--- src/rtl/demux_packer.sv ---
// demux_packer: packs a stream of BUS_SIZE-bit slices into one CHANNELS*BUS_SIZE-bit word.
// Optional build macro PACKER_MSB_FIRST_EN: first slice of each word lands in the top slot.

module demux_packer_lane #(
  parameter int BUS_SIZE = 8
) (
  input  logic                clk,
  input  logic                reset,
  input  logic                clr,
  input  logic                ld,
  input  logic [BUS_SIZE-1:0] d,
  output logic [BUS_SIZE-1:0] q
);
  always_ff @(posedge clk or negedge reset) begin
    if (!reset)   q <= '0;
    else if (clr) q <= '0;
    else if (ld)  q <= d;
  end
endmodule

module demux_packer #(
  parameter int CHANNELS = 4,
  parameter int BUS_SIZE = 8
) (
  input  logic                           clk,
  input  logic                           reset,
  input  logic                           clear,
  input  logic                           in_valid,
  input  logic [BUS_SIZE-1:0]            in_data,
  output logic                           in_ready,
  output logic                           out_valid,
  input  logic                           out_ready,
  output logic [CHANNELS*BUS_SIZE-1:0]   data_out,
  output logic [$clog2(CHANNELS+1)-1:0]  fill_count
);
  localparam int IW = (CHANNELS > 1) ? $clog2(CHANNELS) : 1;
  localparam int FW = $clog2(CHANNELS+1);

  typedef enum logic {FILL, FULL} state_t;

  state_t                             state, state_nx;
  logic [IW-1:0]                      idx, idx_nx;
  logic [IW-1:0]                      wr_slot, first_slot;
  logic                               acc, drn, last;
  logic [CHANNELS-1:0]                ld, clr;
  logic [CHANNELS-1:0][BUS_SIZE-1:0]  slot;

  assign in_ready  = (state == FILL) | ((state == FULL) & out_ready);
  assign out_valid = (state == FULL);
  assign acc       = in_valid & in_ready;
  assign drn       = out_valid & out_ready;
  assign last      = (idx == IW'(CHANNELS-1));

`ifdef PACKER_MSB_FIRST_EN
  assign wr_slot    = IW'(CHANNELS-1) - idx;
  assign first_slot = IW'(CHANNELS-1);
`else
  assign wr_slot    = idx;
  assign first_slot = '0;
`endif

  always_ff @(posedge clk or negedge reset) begin
    if (!reset) begin
      state <= FILL;
      idx   <= '0;
    end else begin
      state <= state_nx;
      idx   <= idx_nx;
    end
  end

  always_comb begin
    state_nx = state;
    idx_nx   = idx;
    if (clear) begin
      state_nx = FILL;
      idx_nx   = '0;
    end else begin
      case (state)
        FILL: if (acc) begin
          if (last) begin
            state_nx = FULL;
            idx_nx   = '0;
          end else begin
            idx_nx   = idx + IW'(1);
          end
        end
        FULL: if (drn) begin
          if (acc) begin
            // A one-slot word is complete as soon as its single slice lands.
            if (CHANNELS == 1) begin
              state_nx = FULL;
              idx_nx   = '0;
            end else begin
              state_nx = FILL;
              idx_nx   = IW'(1);
            end
          end else begin
            state_nx = FILL;
            idx_nx   = '0;
          end
        end
        default: begin
          state_nx = FILL;
          idx_nx   = '0;
        end
      endcase
    end
  end

  // Draining a full word zeroes every slot except the one taking a same-cycle slice.
  for (genvar k = 0; k < CHANNELS; k++) begin : g_lane
    assign ld[k]  = ~clear & acc &
                    (((state == FILL) & (wr_slot == IW'(k))) |
                     ((state == FULL) & (first_slot == IW'(k))));
    assign clr[k] = clear |
                    ((state == FULL) & drn & ~(acc & (first_slot == IW'(k))));

    demux_packer_lane #(.BUS_SIZE(BUS_SIZE)) u_lane (
      .clk   (clk),
      .reset (reset),
      .clr   (clr[k]),
      .ld    (ld[k]),
      .d     (in_data),
      .q     (slot[k])
    );
  end

  assign data_out   = slot;
  assign fill_count = (state == FULL) ? FW'(CHANNELS) : FW'(idx);

endmodule

--- config.mk ---
export PLATFORM = sky130hd
export DESIGN_NAME = demux_packer
export DESIGN_NICKNAME = d
export VERILOG_FILES = /design/src/rtl/demux_packer.sv
export SDC_FILE = /design/constraint.sdc
export NUM_CORES = 1
export LEC_CHECK = 0
export BUFFER_PORTS_ARGS = -buffer_cell sky130_fd_sc_hd__buf_2
export CAP_MARGIN = 40
export CORE_MARGIN = 5
export CORE_UTILIZATION = 50
export DETAILED_ROUTE_END_ITERATION = 12
export GPL_ROUTABILITY_DRIVEN = 0
export GPL_TIMING_DRIVEN = 0
export PLACE_DENSITY = 0.81
export RECOVER_POWER = 100
export SLEW_MARGIN = 20
export SYNTH_ARGS = -nofsm -noshare
export SYNTH_HDL_FRONTEND = slang
export SYNTH_SLANG_ARGS = --single-unit
--- constraint.sdc ---
create_clock -name clk -period 4.35 [get_ports clk]
set_clock_uncertainty 0.2 [all_clocks]
set_input_delay 0.6525 -clock clk [delete_from_list [all_inputs] [get_ports clk]]
set_output_delay 0.6525 -clock clk [all_outputs]
set_load 0.005 [all_outputs]
# Word-level counts from Yosys, hierarchy flattened
# Index checks and enable logic that the tools add are counted.
[totals]
elab_cells = 58
in_bits = 13
register_bits = 35
out_inout_bits = 37
[op_classes]
add_sub_neg = 1
eq_ne = 5
muxes = 20
n_bitwise = 20
n_reduce_logical = 6
[ops]
columns = ["operator", "count"]
rows = [
  ["8-bit two-way mux", 8],
  ["1-bit bitwise AND", 13],
  ["2-bit two-way mux", 4],
  ["2-bit nonzero test", 4],
  ["1-bit two-way mux", 5],
  ["2-bit equality test (second input constant)", 2],
  ["1-bit OR", 4],
  ["2-bit one-hot mux with 2 select lines", 1],
  ["3-bit two-way mux", 1],
  ["3-bit by 2-bit != test with 1-bit output (second input constant)", 1],
  ["3-bit != test (second input constant)", 1],
  ["1-bit NOT", 3],
  ["2-bit by 1-bit adder with 2-bit output (second input constant)", 1],
  ["2-bit by 1-bit equality test with 1-bit output (second input constant)", 1],
  ["2-bit zero test", 1],
  ["1-bit one-hot mux with 2 select lines", 1],
  ["2-bit AND reduction", 1],
]

# Longest topological paths before layout
# Gate-level depths: netlist (run 1).
[logic_depth]
depth_word = 7
mapped_depth = 6
ltp_nobuf = 5

# By module
# A second synthesis (run 1) with hierarchy kept.
[unflattened]
hier_cells = 139
area_unflattened_um2 = 1591.5
[modules_own_cells]
columns = ["mod", "cells_each", "n_inst", "area_each_um2", "seq_area_each_um2"]
rows = [
  ["demux_packer_lane", 26, 4, 325.3, 200.2],
  ["demux_packer", 35, 1, 290.3, 75.1],
]

# Worst setup path after synthesis (run 1)
# OpenSTA, ideal clock, no wires.
[synth_path]
path_type = "in2out"
from = "input out_ready"
to = "output in_ready"
path_buffers = 0
cell_stages = 2
t_required_ns = 3.497
slack_ns = 2.566
arrival_time_ns = 0.931
cell_sequence = "and2b_4 -> inv_1"
[synth_between]
elab_chain_len = 2
[synth_lines]
columns = ["element", "line", "text"]
rows = [
  ["start, declared", "32", "input logic out_ready,"],
  ["1-bit bitwise AND", "48", "assign in_ready = (state == FILL) | ((state == FULL) & out_ready);"],
  ["1-bit OR", "48", ""],
  ["end, declared", "30", "output logic in_ready,"],
]
# No other way between the ends.

# Worst setup path after layout (run 1)
[layout_path]
from = "register state, in the netlist out_valid"
to = "output in_ready"
[layout_between]
elab_chain_len = 2
elab_cells_between_ends = 3
cone_classes = "bitwise (3)"
[layout_lines]
columns = ["element", "line", "text"]
rows = [
  ["start, declared", "41", "state_t state, state_nx;"],
  ["start signal, assigned", "67", "state <= state_nx;"],
  ["1-bit bitwise AND or 1-bit NOT (tied branches)", "48", ""],
  ["1-bit OR *", "48", ""],
]
# Every way passes the cells marked *; elsewhere a longest branch is shown, timed or not.

==> results of run 1 <==
## how the worst max path moves through the flow
stage | startpoint | to | slack, ns | cells after the start
5_1_grt | reset | g_lane[0].u_lane.q[1] | 1.82 | 2
3_3_place_gp | out_ready | in_ready | 2.28 | 4
2_1_floorplan | out_ready | in_ready | 2.57 | 2
3_5_place_dp | out_ready | in_ready | 2.26 | 4
4_1_cts | out_valid | in_ready | 2.14 | 4
6_report | out_valid | in_ready | 1.91 | 4
## power breakdown
group	total [mW]	leakage (nW)	switching [mW]	internal, mW
clock network	0.199	0.0386	0.104	0.0950
registers	0.346	0.481	0.00874	0.337
logic	0.0698	0.473	0.0416	0.0282
## Yosys cell counts
cell type	n
sky130_fd_sc_hd__dfrtp_1	35
sky130_fd_sc_hd__a22o_1	7
sky130_fd_sc_hd__a31oi_4	1
sky130_fd_sc_hd__buf_4	4
sky130_fd_sc_hd__and4bb_2	2
sky130_fd_sc_hd__a21o_1	1
sky130_fd_sc_hd__buf_2	2
sky130_fd_sc_hd__nor4b_1	1
sky130_fd_sc_hd__a311oi_1	1
sky130_fd_sc_hd__mux2_4	1
sky130_fd_sc_hd__nor2_1	12
sky130_fd_sc_hd__a21oi_4	1
sky130_fd_sc_hd__a22oi_1	1
sky130_fd_sc_hd__mux2i_1	9
sky130_fd_sc_hd__buf_8	1
sky130_fd_sc_hd__nor3_4	1
sky130_fd_sc_hd__a21oi_1	2
sky130_fd_sc_hd__buf_6	2
sky130_fd_sc_hd__nand3b_1	1
sky130_fd_sc_hd__nand2_1	32
sky130_fd_sc_hd__o21ai_1	17
sky130_fd_sc_hd__inv_1	6
sky130_fd_sc_hd__mux2_1	1
sky130_fd_sc_hd__ha_1	4
sky130_fd_sc_hd__a31oi_1	1
sky130_fd_sc_hd__and2b_4	1
## area by class of cell
| class | count | area, sq um |
|---|---|---|
| Buffer | 9 | 65.1 |
| Clock buffer | 8 | 68.8 |
| Fill cell | 276 | 1160 |
| Inverter | 6 | 22.5 |
| Multi-Input combinational cell | 97 | 586 |
| Sequential cell | 35 | 876 |
| Tap cell | 44 | 55.1 |
| Timing Repair Buffer | 48 | 220 |
## metrics by stage
step / setup WS, ns / utilization [%] / instance area [sq um] / instances
floorplan: 2.57 / - / 1600 / 147
global placement: 2.28 / 61.9 / 1890 / 238
detailed placement: 2.26 / 61.9 / 1890 / 238
CTS: 2.14 / 64.1 / 1960 / 246
global route: 1.82 / 62.0 / 1890 / 247
finish: 1.91 / 62.0 / 1890 / 247
## logic make-up (layout without fill, tap and decap cells)
logic type	after synthesis	count (layout)	synth area share, %
adder cells (fa/ha/maj)	4	4	3.13
flip-flops	35	35	54.8
AO/OA/AOI/OAI	32	32	14.0
multiplexers	11	11	7.28
AND/OR/NAND/NOR	50	50	14.6
buffers and inverters	15	71	6.26
## flip-flops by register name, summed over array words and instances (netlist names)
signal,count
g_lane.u_lane.q,32
idx,2
out_valid,1
## per-layer routing
layer / up-vias / part of all wire (%)
li1: 605 / -
met1: 649 / 41
met2: 53 / 48
met3: 13 / 7.3
met4: 0 / 3.1
met5: - / 0
## worst max-delay path, cell delays in order, from the launching register on
cell	delay, ns
sky130_fd_sc_hd__dfrtp_1	0.48
sky130_fd_sc_hd__clkbuf_1	0.36
sky130_fd_sc_hd__and2b_4	0.24
sky130_fd_sc_hd__inv_1	0.05
sky130_fd_sc_hd__buf_2	0.12
## cell usage in the layout, fill, tap and decap left out
cell type / netlist / final
sky130_fd_sc_hd__clkbuf_4: 0 / 6
sky130_fd_sc_hd__nand2_1: 32 / 32
sky130_fd_sc_hd__nor4b_1: 1 / 1
sky130_fd_sc_hd__a22oi_1: 1 / 1
sky130_fd_sc_hd__inv_1: 6 / 6
sky130_fd_sc_hd__and4bb_2: 2 / 2
sky130_fd_sc_hd__clkbuf_2: 0 / 2
sky130_fd_sc_hd__a31oi_1: 1 / 2
sky130_fd_sc_hd__ha_1: 4 / 4
sky130_fd_sc_hd__buf_8: 1 / 1
sky130_fd_sc_hd__o21ai_1: 17 / 2
sky130_fd_sc_hd__mux2_4: 1 / 1
sky130_fd_sc_hd__clkbuf_8: 0 / 2
sky130_fd_sc_hd__o21ai_0: 0 / 15
sky130_fd_sc_hd__nor3_1: 0 / 1
sky130_fd_sc_hd__clkbuf_1: 0 / 20
sky130_fd_sc_hd__nor2_1: 12 / 12
sky130_fd_sc_hd__buf_4: 4 / 2
sky130_fd_sc_hd__and2b_4: 1 / 1
sky130_fd_sc_hd__a21o_1: 1 / 1
sky130_fd_sc_hd__buf_2: 2 / 31
sky130_fd_sc_hd__a311oi_1: 1 / 1
sky130_fd_sc_hd__nand3b_1: 1 / 1
sky130_fd_sc_hd__dfrtp_1: 35 / 35
sky130_fd_sc_hd__mux2i_1: 9 / 9
sky130_fd_sc_hd__mux2_1: 1 / 1
sky130_fd_sc_hd__a22o_1: 7 / 7
sky130_fd_sc_hd__buf_6: 2 / 1
sky130_fd_sc_hd__a21oi_1: 2 / 3
==> report_table.html, run 1 <==
<table>
<tr><th>Metric</th><th>Value</th></tr>
<tr><th colspan="2">Route</th></tr>
<tr><td>Detailed router's first-iteration violation count</td><td>75</td></tr>
<tr><td>Total number of vias</td><td>1,320</td></tr>
<tr><td>Drt drc</td><td>0</td></tr>
<tr><td>Average wire per cell in the routed design</td><td>15.5 um</td></tr>
<tr><td>First-pass iteration count of the detailed router</td><td>4</td></tr>
<tr><td>Count of antenna-violating nets left after detailed routing</td><td>0</td></tr>
<tr><td>Sum of routed wire length over all layers</td><td>3.82 mm</td></tr>
<tr><td>Via density per instance</td><td>5.34</td></tr>
<tr><th colspan="2">Critical path</th></tr>
<tr><td>Reg2reg setup slack</td><td>2.10 ns</td></tr>
<tr><td>Depth of the worst register-to-register path</td><td>5</td></tr>
<tr><td>Source of the worst register-to-register timing path</td><td>idx[0]</td></tr>
<tr><td>Arrival time of data at the critical path endpoint</td><td>1.59 ns</td></tr>
<tr><td>Endpoint required time on the critical path</td><td>3.50 ns</td></tr>
<tr><td>Startpoint type of the worst setup path</td><td>flop</td></tr>
<tr><td>Reg-to-Reg End</td><td>g_lane[0].u_lane.q[2]</td></tr>
<tr><td>CP Class</td><td>reg -&gt; out</td></tr>
<tr><td>Maximum fanout encountered on the critical timing path</td><td>10</td></tr>
<tr><td>Critical path capture point type</td><td>primary output</td></tr>
<tr><th colspan="2">Global route</th></tr>
<tr><td>Vias in the first global route</td><td>1,325</td></tr>
<tr><td>Global-route met1 utilization</td><td>23.2%</td></tr>
<tr><td>Pin count of the biggest net entering global routing</td><td>36</td></tr>
<tr><td>GRT Resource Usage Total</td><td>18.8%</td></tr>
<tr><td>Number of antenna violations at the first check in global routing</td><td>0</td></tr>
<tr><td>GRT met2 Usage</td><td>29.6%</td></tr>
<tr><td>First-pass GRT wire length</td><td>6.10 mm</td></tr>
<tr><td>Global routing usage on met3</td><td>4.72%</td></tr>
<tr><td>Most used routing layer in global routing</td><td>met2</td></tr>
<tr><td>Overall overflow remaining after global route</td><td>0</td></tr>
<tr><th colspan="2">Outcome</th></tr>
<tr><td>Run status</td><td>complete, but fails checks</td></tr>
<tr><td>Violations in the final reports</td><td>max-capacitance violations, max-slew violations</td></tr>
<tr><th colspan="2">Hold path</th></tr>
<tr><td>Worst Hold Endpoint</td><td>out_valid</td></tr>
<tr><td>Min-Delay Path Depth</td><td>2</td></tr>
<tr><td>Type of the worst min-delay path</td><td>in -&gt; reg</td></tr>
<tr><td>Worst Hold Launch</td><td>clear</td></tr>
<tr><th colspan="2">Floorplanning</th></tr>
<tr><td>Die Area</td><td>4430 sq um</td></tr>
<tr><td>Standard-cell row count</td><td>20</td></tr>
<tr><td>Die Span X</td><td>66.6 um</td></tr>
<tr><td>Ports placed on the boundary</td><td>50</td></tr>
<tr><td>Starting density of the core</td><td>52.4%</td></tr>
<tr><td>Standard cell core area</td><td>3050 sq um</td></tr>
<tr><td>Die Y</td><td>66.6 um</td></tr>
<tr><th colspan="2">Synthesis</th></tr>
<tr><td>Yosys warning total</td><td>0</td></tr>
<tr><td>Cell taking the most area after synthesis</td><td>sky130_fd_sc_hd__dfrtp_1</td></tr>
<tr><td>Sequential share of the synthesized area</td><td>54.8%</td></tr>
<tr><td>Cell Area, Synth</td><td>1600 sq um</td></tr>
<tr><td>Flop and latch count out of synthesis</td><td>35</td></tr>
<tr><td>Leading post-synthesis cells by cell area</td><td>sky130_fd_sc_hd__dfrtp_1, sky130_fd_sc_hd__nand2_1, sky130_fd_sc_hd__mux2i_1</td></tr>
<tr><td>Syn_nets</td><td>164</td></tr>
<tr><td>Netlist cell types</td><td>26</td></tr>
<tr><td>Mean post-synth cell area</td><td>10.9 sq um</td></tr>
<tr><td>Share of the synthesized area in the top cell type</td><td>54.8%</td></tr>
<tr><td>Post-Syn Instances</td><td>147</td></tr>
<tr><th colspan="2">Final layout</th></tr>
<tr><td>Net count, final</td><td>219</td></tr>
<tr><td>Proportion of layout cells with a drive suffix above 1</td><td>24.1%</td></tr>
<tr><td>Number of antenna diodes</td><td>0</td></tr>
<tr><td>Layout area overhead</td><td>18.4%</td></tr>
<tr><th colspan="2">STA</th></tr>
<tr><td>Worst slew margin</td><td>-22.1%</td></tr>
<tr><td>Final critical-path required period</td><td>2.44 ns</td></tr>
<tr><td>RSZ-0062 raised after global routing</td><td>false</td></tr>
<tr><td>Final number of setup-violating endpoints</td><td>0</td></tr>
<tr><td>Part of the cycle the worst path needs</td><td>56.1%</td></tr>
<tr><td>Number of slew-limit violations in the final report</td><td>36</td></tr>
<tr><td>Timing-limited maximum frequency</td><td>410 MHz</td></tr>
<tr><td>Slew at the pin closest to its max-slew limit</td><td>1.83 ns</td></tr>
<tr><td>Hold Violations, Final</td><td>0</td></tr>
<tr><td>Total negative slack for setup checks</td><td>0 ns</td></tr>
<tr><td>Hold WS</td><td>0.294 ns</td></tr>
<tr><th colspan="2">Clock tree</th></tr>
<tr><td>Num CTS Buffers</td><td>5</td></tr>
<tr><td>Count of clock tree sinks</td><td>35</td></tr>
<tr><td>Clock transition at the registers of the reported paths</td><td>0.10 ns</td></tr>
<tr><td>Number of H-tree levels</td><td>2</td></tr>
<tr><td>Clock insertion delay at the later pin of the skew report</td><td>0.34 ns</td></tr>
<tr><td>Maximum buffer depth of the clock tree</td><td>2</td></tr>
<tr><td>Post-CTS setup buffer count</td><td>0</td></tr>
<tr><td>Hold-fix buffer count after cts</td><td>0</td></tr>
<tr><td>CTS Root Buffer Type</td><td>sky130_fd_sc_hd__clkbuf_4</td></tr>
<tr><td>Count of cells resized by post-cts repair</td><td>0</td></tr>
<tr><td>TritonCTS clock tree</td><td>built</td></tr>
<tr><th colspan="2">Placed design</th></tr>
<tr><td>Port buffer count</td><td>47</td></tr>
<tr><td>HPWL after detailed placement</td><td>2.90 mm</td></tr>
<tr><th colspan="2">Power and ir drop</th></tr>
<tr><td>Ratio of total power to cell area</td><td>325 nW/um^2</td></tr>
<tr><td>Worst vdd ir</td><td>0.000212 V</td></tr>
<tr><td>Final Total Pwr</td><td>0.615 mW</td></tr>
<tr><td>Total leakage power</td><td>0.993 nW</td></tr>
<tr><th colspan="2">Run</th></tr>
<tr><td>Max cap viols</td><td>1</td></tr>
</table>
Note: power is estimated with default switching activity, not from simulation.
==> inputs of run 2 (changes only) <==
ABC_AREA = 1   (was not set)
CORE_UTILIZATION = 45   (was 50)
PLACE_DENSITY = 0.77   (was 0.81)
clock period = 2 ns   (was 4.35 ns; I/O delays follow)
==> run 2 against run 1 <==
Net effect:
- the run now ends clean
- design area grew 8.9%
- non-clock buffer count shrank 2
- combinational power grew to 2.9 times the previous value
- sequential power grew 120%
- utilization shrank 4.8 points
- critical path depth grew 3
- clock power grew to 3.2 times the previous value
- register-to-register slack lost 1.8 ns
- sequential cell count is the same
- routed wire length grew 1.2%
- largest power group unchanged
- highest routed layer unchanged
==> report_table.html, run 2 <==
<table>
<tr><th>Metric</th><th>Value</th></tr>
<tr><th colspan="2">Hold path</th></tr>
<tr><td>Worst Hold Launch</td><td>in_data[3]</td></tr>
<tr><td>Min-Delay Path Depth</td><td>3 (+1)</td></tr>
<tr><td>Worst Hold Endpoint</td><td>g_lane[0].u_lane.q[3]</td></tr>
<tr><td>Type of the worst min-delay path</td><td>in -&gt; reg</td></tr>
<tr><th colspan="2">Run</th></tr>
<tr><td>Max cap viols</td><td>0 (-1)</td></tr>
<tr><th colspan="2">Final layout</th></tr>
<tr><td>Proportion of layout cells with a drive suffix above 1</td><td>20.8% (-3.4 points)</td></tr>
<tr><td>Multi-input gate area</td><td>643 sq um (+9.8%)</td></tr>
<tr><td>Layout fillers</td><td>352 (+28%)</td></tr>
<tr><td>Highest-count cells in the layout ignoring fill and taps</td><td>sky130_fd_sc_hd__nand2_1, sky130_fd_sc_hd__nand3_1, sky130_fd_sc_hd__dfrtp_1, sky130_fd_sc_hd__buf_2</td></tr>
<tr><td>Flip-flop count of the largest register, all copies and words added</td><td>32 (unchanged)</td></tr>
<tr><td>Commonest non-fill, non-tap cell in the layout</td><td>sky130_fd_sc_hd__nand2_1</td></tr>
<tr><td>Footprint of the flip-flops and latches</td><td>876 sq um (unchanged)</td></tr>
<tr><td>Layout area overhead</td><td>25.2%</td></tr>
<tr><td>Final std cell area, no fill</td><td>2060 sq um (+8.9%)</td></tr>
<tr><td>Net count, final</td><td>271 (+24%)</td></tr>
<tr><td>Number of antenna diodes</td><td>0 (unchanged)</td></tr>
<tr><td>Register with the highest flop count</td><td>g_lane.u_lane.q</td></tr>
<tr><th colspan="2">Route</th></tr>
<tr><td>Detailed router's first-iteration violation count</td><td>165 (+120%)</td></tr>
<tr><td>First-pass iteration count of the detailed router</td><td>5 (+1)</td></tr>
<tr><td>Average wire per cell in the routed design</td><td>12.8 um (-18%)</td></tr>
<tr><td>Via density per instance</td><td>4.83 (-9.6%)</td></tr>
<tr><td>Count of antenna-violating nets left after detailed routing</td><td>0 (unchanged)</td></tr>
<tr><td>Drt drc</td><td>0 (unchanged)</td></tr>
<tr><td>Sum of routed wire length over all layers</td><td>3.87 mm (+1.2%)</td></tr>
<tr><td>Total number of vias</td><td>1,464 (+11%)</td></tr>
<tr><th colspan="2">Global route</th></tr>
<tr><td>Most used routing layer in global routing</td><td>met2</td></tr>
<tr><td>Global-route met1 utilization</td><td>19.8% (-3.3 points)</td></tr>
<tr><td>Vias in the first global route</td><td>1,386 (+4.6%)</td></tr>
<tr><td>GRT met2 Usage</td><td>27.2% (-2.3 points)</td></tr>
<tr><td>Overall overflow remaining after global route</td><td>0 (unchanged)</td></tr>
<tr><td>Number of antenna violations at the first check in global routing</td><td>0 (unchanged)</td></tr>
<tr><td>Pin count of the biggest net entering global routing</td><td>36 (unchanged)</td></tr>
<tr><td>First-pass GRT wire length</td><td>6.44 mm (+5.7%)</td></tr>
<tr><td>Global routing usage on met3</td><td>5.76% (+1.0 points)</td></tr>
<tr><td>GRT Resource Usage Total</td><td>16.9% (-1.9 points)</td></tr>
<tr><th colspan="2">Synthesis</th></tr>
<tr><td>Area share of fa/ha/maj cells after synthesis</td><td>3.04% (-0.090 points)</td></tr>
<tr><td>Netlist cell types</td><td>17 (-35%)</td></tr>
<tr><td>Share of the synthesized area in compound gates (AO/OA/AOI/OAI)</td><td>0.608% (-13 points)</td></tr>
<tr><td>Syn_nets</td><td>213 (+30%)</td></tr>
<tr><td>Share of synthesized flip-flops with an asynchronous set or reset</td><td>100% (unchanged)</td></tr>
<tr><td>Xor and xnor fraction of the mapped netlist area</td><td>0% (unchanged)</td></tr>
<tr><td>Share of the synthesized area in the top cell type</td><td>53.2% (-1.6 points)</td></tr>
<tr><td>Cell taking the most area after synthesis</td><td>sky130_fd_sc_hd__dfrtp_1</td></tr>
<tr><td>Multiplexer share of the synthesized area</td><td>0% (-7.3 points)</td></tr>
<tr><td>Cell Area, Synth</td><td>1650 sq um (+3.0%)</td></tr>
<tr><td>Leading post-synthesis cells by instance count</td><td>sky130_fd_sc_hd__nand2_1, sky130_fd_sc_hd__dfrtp_1, sky130_fd_sc_hd__nand3_1</td></tr>
<tr><td>Number of enable flip-flop cells after synthesis</td><td>0 (unchanged)</td></tr>
<tr><td>Share of synthesized cell area in and, or, nand and nor gates</td><td>36.5% (+22 points)</td></tr>
<tr><td>Main combinational cell family by area after synthesis</td><td>simple AND/OR/NAND/NOR gates</td></tr>
<tr><td>Cell with the most instances after synthesis</td><td>sky130_fd_sc_hd__nand2_1</td></tr>
<tr><td>Sequential share of the synthesized area</td><td>53.2% (-1.6 points)</td></tr>
<tr><td>Mean post-synth cell area</td><td>8.40 sq um (-23%)</td></tr>
<tr><td>Yosys warning total</td><td>0 (unchanged)</td></tr>
<tr><td>Flop and latch count out of synthesis</td><td>35 (unchanged)</td></tr>
<tr><td>Post-Syn Instances</td><td>196 (+33%)</td></tr>
<tr><td>Leading post-synthesis cells by cell area</td><td>sky130_fd_sc_hd__dfrtp_1, sky130_fd_sc_hd__nand2_1, sky130_fd_sc_hd__nand3_1</td></tr>
<tr><td>Most used DFF post-synth</td><td>sky130_fd_sc_hd__dfrtp_1</td></tr>
<tr><th colspan="2">Critical path</th></tr>
<tr><td>Critical path buffers and inverters</td><td>2 (-1)</td></tr>
<tr><td>Critical path capture point type</td><td>flop</td></tr>
<tr><td>Reg-to-Reg End</td><td>g_lane[1].u_lane.q[7]</td></tr>
<tr><td>Reg2reg setup slack</td><td>0.26 ns (-1.84 ns)</td></tr>
<tr><td>Source of the worst register-to-register timing path</td><td>out_valid</td></tr>
<tr><td>Chain of cells forming the critical path</td><td>buf_6, inv_2, nand3_4, nor2_2, nor2_1, nand2_1, nand2_1</td></tr>
<tr><td>Maximum fanout encountered on the critical timing path</td><td>9 (-1)</td></tr>
<tr><td>Cell with the most instances on the worst path</td><td>sky130_fd_sc_hd__nand2_1</td></tr>
<tr><td>Depth of the worst register-to-register path</td><td>7 (+2)</td></tr>
<tr><td>Top Family by Delay on Critical Path</td><td>simple AND/OR/NAND/NOR gates</td></tr>
<tr><td>CP peak stage delay</td><td>0.40 ns (-0.08 ns)</td></tr>
<tr><td>Slowest library cell on the worst path</td><td>sky130_fd_sc_hd__dfrtp_1</td></tr>
<tr><td>CP Class</td><td>reg -&gt; reg</td></tr>
<tr><td>Startpoint type of the worst setup path</td><td>flop</td></tr>
<tr><td>Arrival time of data at the critical path endpoint</td><td>1.72 ns (+0.13 ns)</td></tr>
<tr><td>Source of the critical timing path</td><td>out_valid</td></tr>
<tr><td>Endpoint required time on the critical path</td><td>1.98 ns (-1.52 ns)</td></tr>
<tr><th colspan="2">Clock tree</th></tr>
<tr><td>TritonCTS clock tree</td><td>built</td></tr>
<tr><td>Num CTS Buffers</td><td>5 (unchanged)</td></tr>
<tr><td>Count of cells resized by post-cts repair</td><td>0 (unchanged)</td></tr>
<tr><td>Hold-fix buffer count after cts</td><td>1 (+1)</td></tr>
<tr><td>Count of clock tree sinks</td><td>35 (unchanged)</td></tr>
<tr><td>Clock transition at the registers of the reported paths</td><td>0.07 ns (-0.03 ns)</td></tr>
<tr><td>Clock insertion delay at the later pin of the skew report</td><td>0.29 ns (-0.05 ns)</td></tr>
<tr><td>Maximum buffer depth of the clock tree</td><td>2 (unchanged)</td></tr>
<tr><td>Number of H-tree levels</td><td>2 (unchanged)</td></tr>
<tr><td>Post-CTS setup buffer count</td><td>0 (unchanged)</td></tr>
<tr><td>CTS Root Buffer Type</td><td>sky130_fd_sc_hd__clkbuf_8</td></tr>
<tr><th colspan="2">Power and ir drop</th></tr>
<tr><td>Worst vdd ir</td><td>0.000327 V (+54%)</td></tr>
<tr><td>Ratio of total power to cell area</td><td>776 nW/um^2 (+140%)</td></tr>
<tr><td>Total leakage power</td><td>1.22 nW (+23%)</td></tr>
<tr><td>Final Total Pwr</td><td>1.60 mW (+160%)</td></tr>
<tr><th colspan="2">Floorplanning</th></tr>
<tr><td>Standard cell core area</td><td>3610 sq um (+18%)</td></tr>
<tr><td>Die Area</td><td>4970 sq um (+12%)</td></tr>
<tr><td>Ports placed on the boundary</td><td>50 (unchanged)</td></tr>
<tr><td>Die Span X</td><td>70.5 um (+5.9%)</td></tr>
<tr><td>Die Y</td><td>70.5 um (+5.9%)</td></tr>
<tr><td>Starting density of the core</td><td>45.7% (-6.7 points)</td></tr>
<tr><td>Standard-cell row count</td><td>22 (+10%)</td></tr>
<tr><th colspan="2">STA</th></tr>
<tr><td>Part of the cycle the worst path needs</td><td>86.9%</td></tr>
<tr><td>Hold Violations, Final</td><td>0 (unchanged)</td></tr>
<tr><td>Worst slew margin</td><td>29.0% (+51 points)</td></tr>
<tr><td>Final critical-path required period</td><td>1.74 ns</td></tr>
<tr><td>Timing-limited maximum frequency</td><td>575 MHz</td></tr>
<tr><td>Total negative slack for setup checks</td><td>0 ns (unchanged)</td></tr>
<tr><td>RSZ-0062 raised after global routing</td><td>false</td></tr>
<tr><td>Number of slew-limit violations in the final report</td><td>0 (-100%)</td></tr>
<tr><td>Hold WS</td><td>0.0582 ns (-0.236 ns)</td></tr>
<tr><td>Final number of setup-violating endpoints</td><td>0 (unchanged)</td></tr>
<tr><td>Slew at the pin closest to its max-slew limit</td><td>1.06 ns (-0.767 ns)</td></tr>
<tr><th colspan="2">Placed design</th></tr>
<tr><td>Placed Instance Area</td><td>1950 sq um (+3.3%)</td></tr>
<tr><td>Port buffer count</td><td>49 (+4.3%)</td></tr>
<tr><td>HPWL after detailed placement</td><td>2.83 mm (-2.4%)</td></tr>
<tr><th colspan="2">Outcome</th></tr>
<tr><td>Run status</td><td>finished, final reports clean</td></tr>
</table>
==> run 2: cell count changes after synthesis, sizes merged, moves of 7 or more <==
| cell | previous run | this run |
|---|---|---|
| nand3 | 0 | 36 |
| mux2i | 9 | 0 |
| inv | 6 | 20 |
| nand2 | 32 | 75 |
| a22o | 7 | 0 |
| o21ai | 17 | 2 |
==> run 2: final cells by class <==
| cell class | instances | share of cell area [%] |
|---|---|---|
| sequential | 35 | 42.5 |
| multi-input combinational | 137 | 31.2 |
| timing repair buffer | 51 | 12.6 |
| inverter | 20 | 3.64 |
| clock buffer | 5 | 3.34 |
| tap | 48 | 2.91 |
| clock inverter | 3 | 2.12 |
| buffer | 4 | 1.70 |
==> run 2: per-layer routing <==
metal	part of all wire, %	wire length (um)
met5	0	0
met4	2.3	90
met3	6.0	231
met2	49	1880
met1	43	1660
==> run 2: logic make-up (layout without fill, tap and decap cells) <==
family	count (synthesis)	in the layout
buffers and inverters	24	83
adders and majority gates	4	4
AOI/OAI and AO/OA	2	2
DFF	35	35
and+or+nand+nor	131	131
==> run 2: metrics by stage <==
step           instances  util, %  worst slack, ns
2_1_floorplan        196        -            0.582
3_3_place_gp         293     54.1            0.423
3_5_place_dp         293     54.1            0.356
4_1_cts              302     57.5            0.323
5_1_grt              303     57.2            0.104
6_report             303     57.2            0.262
==> run 2: power breakdown <==
group	total (mW)	internal, mW	switching (mW)	leakage, nW
Clock	0.639	0.371	0.268	0.0581
Combinational	0.204	0.0721	0.132	0.677
Sequential	0.757	0.737	0.0199	0.482
Total	1.60	1.18	0.419	1.22
==> run 2: worst register-to-register path, delay by kind of cell (launching register included) <==
| kind | cells | cell delay [ns] |
|---|---|---|
| and+or+nand+nor | 5 | 0.80 |
| DFF | 1 | 0.40 |
| buffers and inverters | 2 | 0.23 |
==> run 2: worst max path at each step <==
stage / end / slack, ns / depth (start not counted)
detailed placement: g_lane[0].u_lane.q[5] / 0.36 / 7
global route: g_lane[1].u_lane.q[7] / 0.10 / 7
CTS: g_lane[0].u_lane.q[5] / 0.32 / 7
global placement: g_lane[0].u_lane.q[5] / 0.42 / 7
finish: g_lane[1].u_lane.q[7] / 0.26 / 7
floorplan: g_lane[0].u_lane.q[0] / 0.58 / 7
==> inputs of run 3 (changes only) <==
ABC_AREA = not set   (was 1)
CORE_UTILIZATION = 50   (was 45)
PLACE_DENSITY = 0.81   (was 0.77)
clock period = 1.75 ns   (was 2 ns; I/O delays follow)
==> run 3 against run 2 <==
Net effect:
- global-route usage grew 3.2 points
- clock-buffer cell count grew 3
- sequential cell count is the same
- routed wire length grew 5.5%
- sequential share of layout area shrank 0.55 points
- first-iteration DRC count shrank 58%
- worst hold slack lost 0.036 ns
- non-clock buffer count grew 18
- maximum frequency grew 1.9%
- design area grew 1.5%
- critical endpoint is now g_lane[2].u_lane.q[7]
- highest routed layer unchanged
==> report_table.html, run 3 (synthesized netlist as in run 1, its figures left out) <==
<table>
<tr><th>Metric</th><th>Value</th></tr>
<tr><th colspan="2">STA</th></tr>
<tr><td>Final critical-path required period</td><td>1.71 ns (-0.0320 ns)</td></tr>
<tr><td>Final number of setup-violating endpoints</td><td>0 (unchanged)</td></tr>
<tr><td>Hold WS</td><td>0.0223 ns (-0.0359 ns)</td></tr>
<tr><td>Worst slew margin</td><td>43.8% (+15 points)</td></tr>
<tr><td>Slew at the pin closest to its max-slew limit</td><td>0.843 ns (-0.221 ns)</td></tr>
<tr><td>Timing-limited maximum frequency</td><td>586 MHz (+1.9%)</td></tr>
<tr><td>Number of slew-limit violations in the final report</td><td>0 (unchanged)</td></tr>
<tr><td>RSZ-0062 raised after global routing</td><td>false</td></tr>
<tr><td>Hold Violations, Final</td><td>0 (unchanged)</td></tr>
<tr><td>Part of the cycle the worst path needs</td><td>97.5% (+11 points)</td></tr>
<tr><td>Worst path setup slack after routing</td><td>0.0443 ns (-0.218 ns)</td></tr>
<tr><th colspan="2">Critical path</th></tr>
<tr><td>Critical path buffers and inverters</td><td>3 (+1)</td></tr>
<tr><td>CP peak stage delay</td><td>0.43 ns (+0.03 ns)</td></tr>
<tr><td>Top Family by Delay on Critical Path</td><td>buffers and inverters</td></tr>
<tr><td>Critical path capture point type</td><td>flop</td></tr>
<tr><td>Arrival time of data at the critical path endpoint</td><td>1.77 ns (+0.05 ns)</td></tr>
<tr><td>Slowest library cell on the worst path</td><td>sky130_fd_sc_hd__dfrtp_2</td></tr>
<tr><td>CP Class</td><td>reg -&gt; reg</td></tr>
<tr><td>Maximum fanout encountered on the critical timing path</td><td>10 (+1)</td></tr>
<tr><td>Startpoint type of the worst setup path</td><td>flop</td></tr>
<tr><td>Critical Path Stages</td><td>6 (-1)</td></tr>
<tr><td>Chain of cells forming the critical path</td><td>buf_6, buf_4, a21oi_4, buf_2, nand2_1, o21ai_1</td></tr>
<tr><td>Endpoint required time on the critical path</td><td>1.81 ns (-0.17 ns)</td></tr>
<tr><td>Depth of the worst register-to-register path</td><td>6 (-1)</td></tr>
<tr><th colspan="2">Route</th></tr>
<tr><td>Sum of routed wire length over all layers</td><td>4.08 mm (+5.5%)</td></tr>
<tr><td>Detailed router's first-iteration violation count</td><td>69 (-58%)</td></tr>
<tr><td>First-pass iteration count of the detailed router</td><td>4 (-1)</td></tr>
<tr><td>Via density per instance</td><td>5.29 (+9.5%)</td></tr>
<tr><td>Count of antenna-violating nets left after detailed routing</td><td>0 (unchanged)</td></tr>
<tr><td>Total number of vias</td><td>1,391 (-5.0%)</td></tr>
<tr><td>Drt drc</td><td>0 (unchanged)</td></tr>
<tr><td>Average wire per cell in the routed design</td><td>15.5 um (+22%)</td></tr>
<tr><th colspan="2">Global route</th></tr>
<tr><td>Overall overflow remaining after global route</td><td>0 (unchanged)</td></tr>
<tr><td>Vias in the first global route</td><td>1,376 (-0.72%)</td></tr>
<tr><td>First-pass GRT wire length</td><td>6.51 mm (+0.96%)</td></tr>
<tr><td>Pin count of the biggest net entering global routing</td><td>36 (unchanged)</td></tr>
<tr><td>Number of antenna violations at the first check in global routing</td><td>0 (unchanged)</td></tr>
<tr><td>GRT Resource Usage Total</td><td>20.1% (+3.2 points)</td></tr>
<tr><th colspan="2">Floorplanning</th></tr>
<tr><td>Die Area</td><td>4430 sq um (-11%)</td></tr>
<tr><td>Die Span X</td><td>66.6 um (-5.6%)</td></tr>
<tr><td>Starting density of the core</td><td>52.4% (+6.7 points)</td></tr>
<tr><td>Standard cell core area</td><td>3050 sq um (-15%)</td></tr>
<tr><td>Ports placed on the boundary</td><td>50 (unchanged)</td></tr>
<tr><td>Standard-cell row count</td><td>20 (-9.1%)</td></tr>
<tr><td>Die Y</td><td>66.6 um (-5.6%)</td></tr>
<tr><th colspan="2">Power and ir drop</th></tr>
<tr><td>Ratio of total power to cell area</td><td>753 nW/um^2 (-3.0%)</td></tr>
<tr><td>Worst vdd ir</td><td>0.000538 V (+64%)</td></tr>
<tr><td>Total leakage power</td><td>1.08 nW (-11%)</td></tr>
<tr><th colspan="2">Clock tree</th></tr>
<tr><td>TritonCTS clock tree</td><td>built</td></tr>
<tr><td>Number of H-tree levels</td><td>2 (unchanged)</td></tr>
<tr><td>CTS Root Buffer Type</td><td>sky130_fd_sc_hd__clkbuf_4</td></tr>
<tr><td>Num CTS Buffers</td><td>5 (unchanged)</td></tr>
<tr><td>Maximum buffer depth of the clock tree</td><td>2 (unchanged)</td></tr>
<tr><td>Clock insertion delay at the later pin of the skew report</td><td>0.34 ns (+0.05 ns)</td></tr>
<tr><td>Count of clock tree sinks</td><td>35 (unchanged)</td></tr>
<tr><td>Clock transition at the registers of the reported paths</td><td>0.10 ns (+0.03 ns)</td></tr>
<tr><th colspan="2">Final layout</th></tr>
<tr><td>Layout area overhead</td><td>30.8%</td></tr>
<tr><td>Highest-count cells in the layout ignoring fill and taps</td><td>sky130_fd_sc_hd__dfrtp_1, sky130_fd_sc_hd__buf_2, sky130_fd_sc_hd__nand2_1, sky130_fd_sc_hd__clkbuf_1</td></tr>
<tr><td>Proportion of layout cells with a drive suffix above 1</td><td>30.1% (+9.4 points)</td></tr>
<tr><td>Net count, final</td><td>235 (-13%)</td></tr>
<tr><td>Flip-flop count of the largest register, all copies and words added</td><td>32 (unchanged)</td></tr>
<tr><td>Number of antenna diodes</td><td>0 (unchanged)</td></tr>
<tr><td>Commonest non-fill, non-tap cell in the layout</td><td>sky130_fd_sc_hd__dfrtp_1</td></tr>
<tr><td>Register with the highest flop count</td><td>g_lane.u_lane.q</td></tr>
<tr><th colspan="2">Placed design</th></tr>
<tr><td>Setup slack at placement</td><td>-0.123 ns (-0.480 ns)</td></tr>
<tr><td>HPWL after detailed placement</td><td>2.90 mm (+2.5%)</td></tr>
<tr><td>Port buffer count</td><td>47 (-4.1%)</td></tr>
<tr><th colspan="2">Run</th></tr>
<tr><td>Max cap viols</td><td>0 (unchanged)</td></tr>
<tr><th colspan="2">Hold path</th></tr>
<tr><td>Min-Delay Path Depth</td><td>3 (unchanged)</td></tr>
<tr><td>Type of the worst min-delay path</td><td>in -&gt; reg</td></tr>
<tr><th colspan="2">Outcome</th></tr>
<tr><td>Run status</td><td>finished, final reports clean</td></tr>
</table>
[run 3: path summary, 6_finish.rpt]
path                            slack [ns]             startpoint                    end
worst max-delay path                  0.04              out_valid  g_lane[2].u_lane.q[7]
worst min register to register        0.31  g_lane[0].u_lane.q[7]  g_lane[0].u_lane.q[7]
worst min-delay path                  0.02             in_data[1]  g_lane[1].u_lane.q[1]
max in group asynchronous             0.35                  reset              out_valid
worst max register to register        0.04              out_valid  g_lane[2].u_lane.q[7]
min in group asynchronous             0.43                  reset  g_lane[1].u_lane.q[3]
[run 3: metal layers]
layer | part of all wire (%) | vias up | track usage [%]
li1 | - | 637 | -
met1 | 40 | 681 | 24.8
met2 | 49 | 54 | 31.4
met4 | 4.1 | 0 | 12.4
met3 | 6.8 | 19 | 4.72
met5 | 0 | - | 0
[run 3: timing repair]
action / in CTS / in global routing
gates resized for setup: 3 / 1
hold endpoints to repair: 49 / 0
pin swaps: 1 / 1
setup endpoints to repair: 2 / 9
setup buffers: 5 / 2
hold buffers: 9 / 0
[run 3: layout make-up]
| class | count | area (sq um) |
|---|---|---|
| multi-input combinational | 97 | 629 |
| inverter | 6 | 22.5 |
| tap | 44 | 55.1 |
| fill | 254 | 961 |
| clock buffer | 8 | 68.8 |
| timing repair buffer | 64 | 362 |
| sequential | 35 | 877 |
| buffer | 9 | 77.6 |
[run 3: metrics by stage]
step | util [%] | cell area [sq um] | std cells | total power, mW | TNS (ns)
2_1_floorplan | - | 1600 | 147 | 0.970 | 0
3_3_place_gp | 61.9 | 1890 | 238 | 1.05 | -0.0399
3_5_place_dp | 61.9 | 1890 | 238 | 1.07 | -0.123
4_1_cts | 68.6 | 2090 | 260 | 1.58 | 0
5_1_grt | 68.5 | 2090 | 263 | 1.64 | 0
6_report | 68.5 | 2090 | 263 | 1.57 | 0
[run 3: tightest hold or removal path, stage by stage]
cell and delay (ns):
sky130_fd_sc_hd__buf_2 0.14, sky130_fd_sc_hd__nand2_1 0.07, sky130_fd_sc_hd__o21ai_1 0.06
[run 3: report_power, final]
| group | leakage (nW) | internal, mW | total [mW] | switching, mW |
|---|---|---|---|---|
| combinational | 0.565 | 0.0994 | 0.221 | 0.122 |
| sequential | 0.480 | 0.838 | 0.857 | 0.0186 |
| clock | 0.0386 | 0.236 | 0.496 | 0.260 |
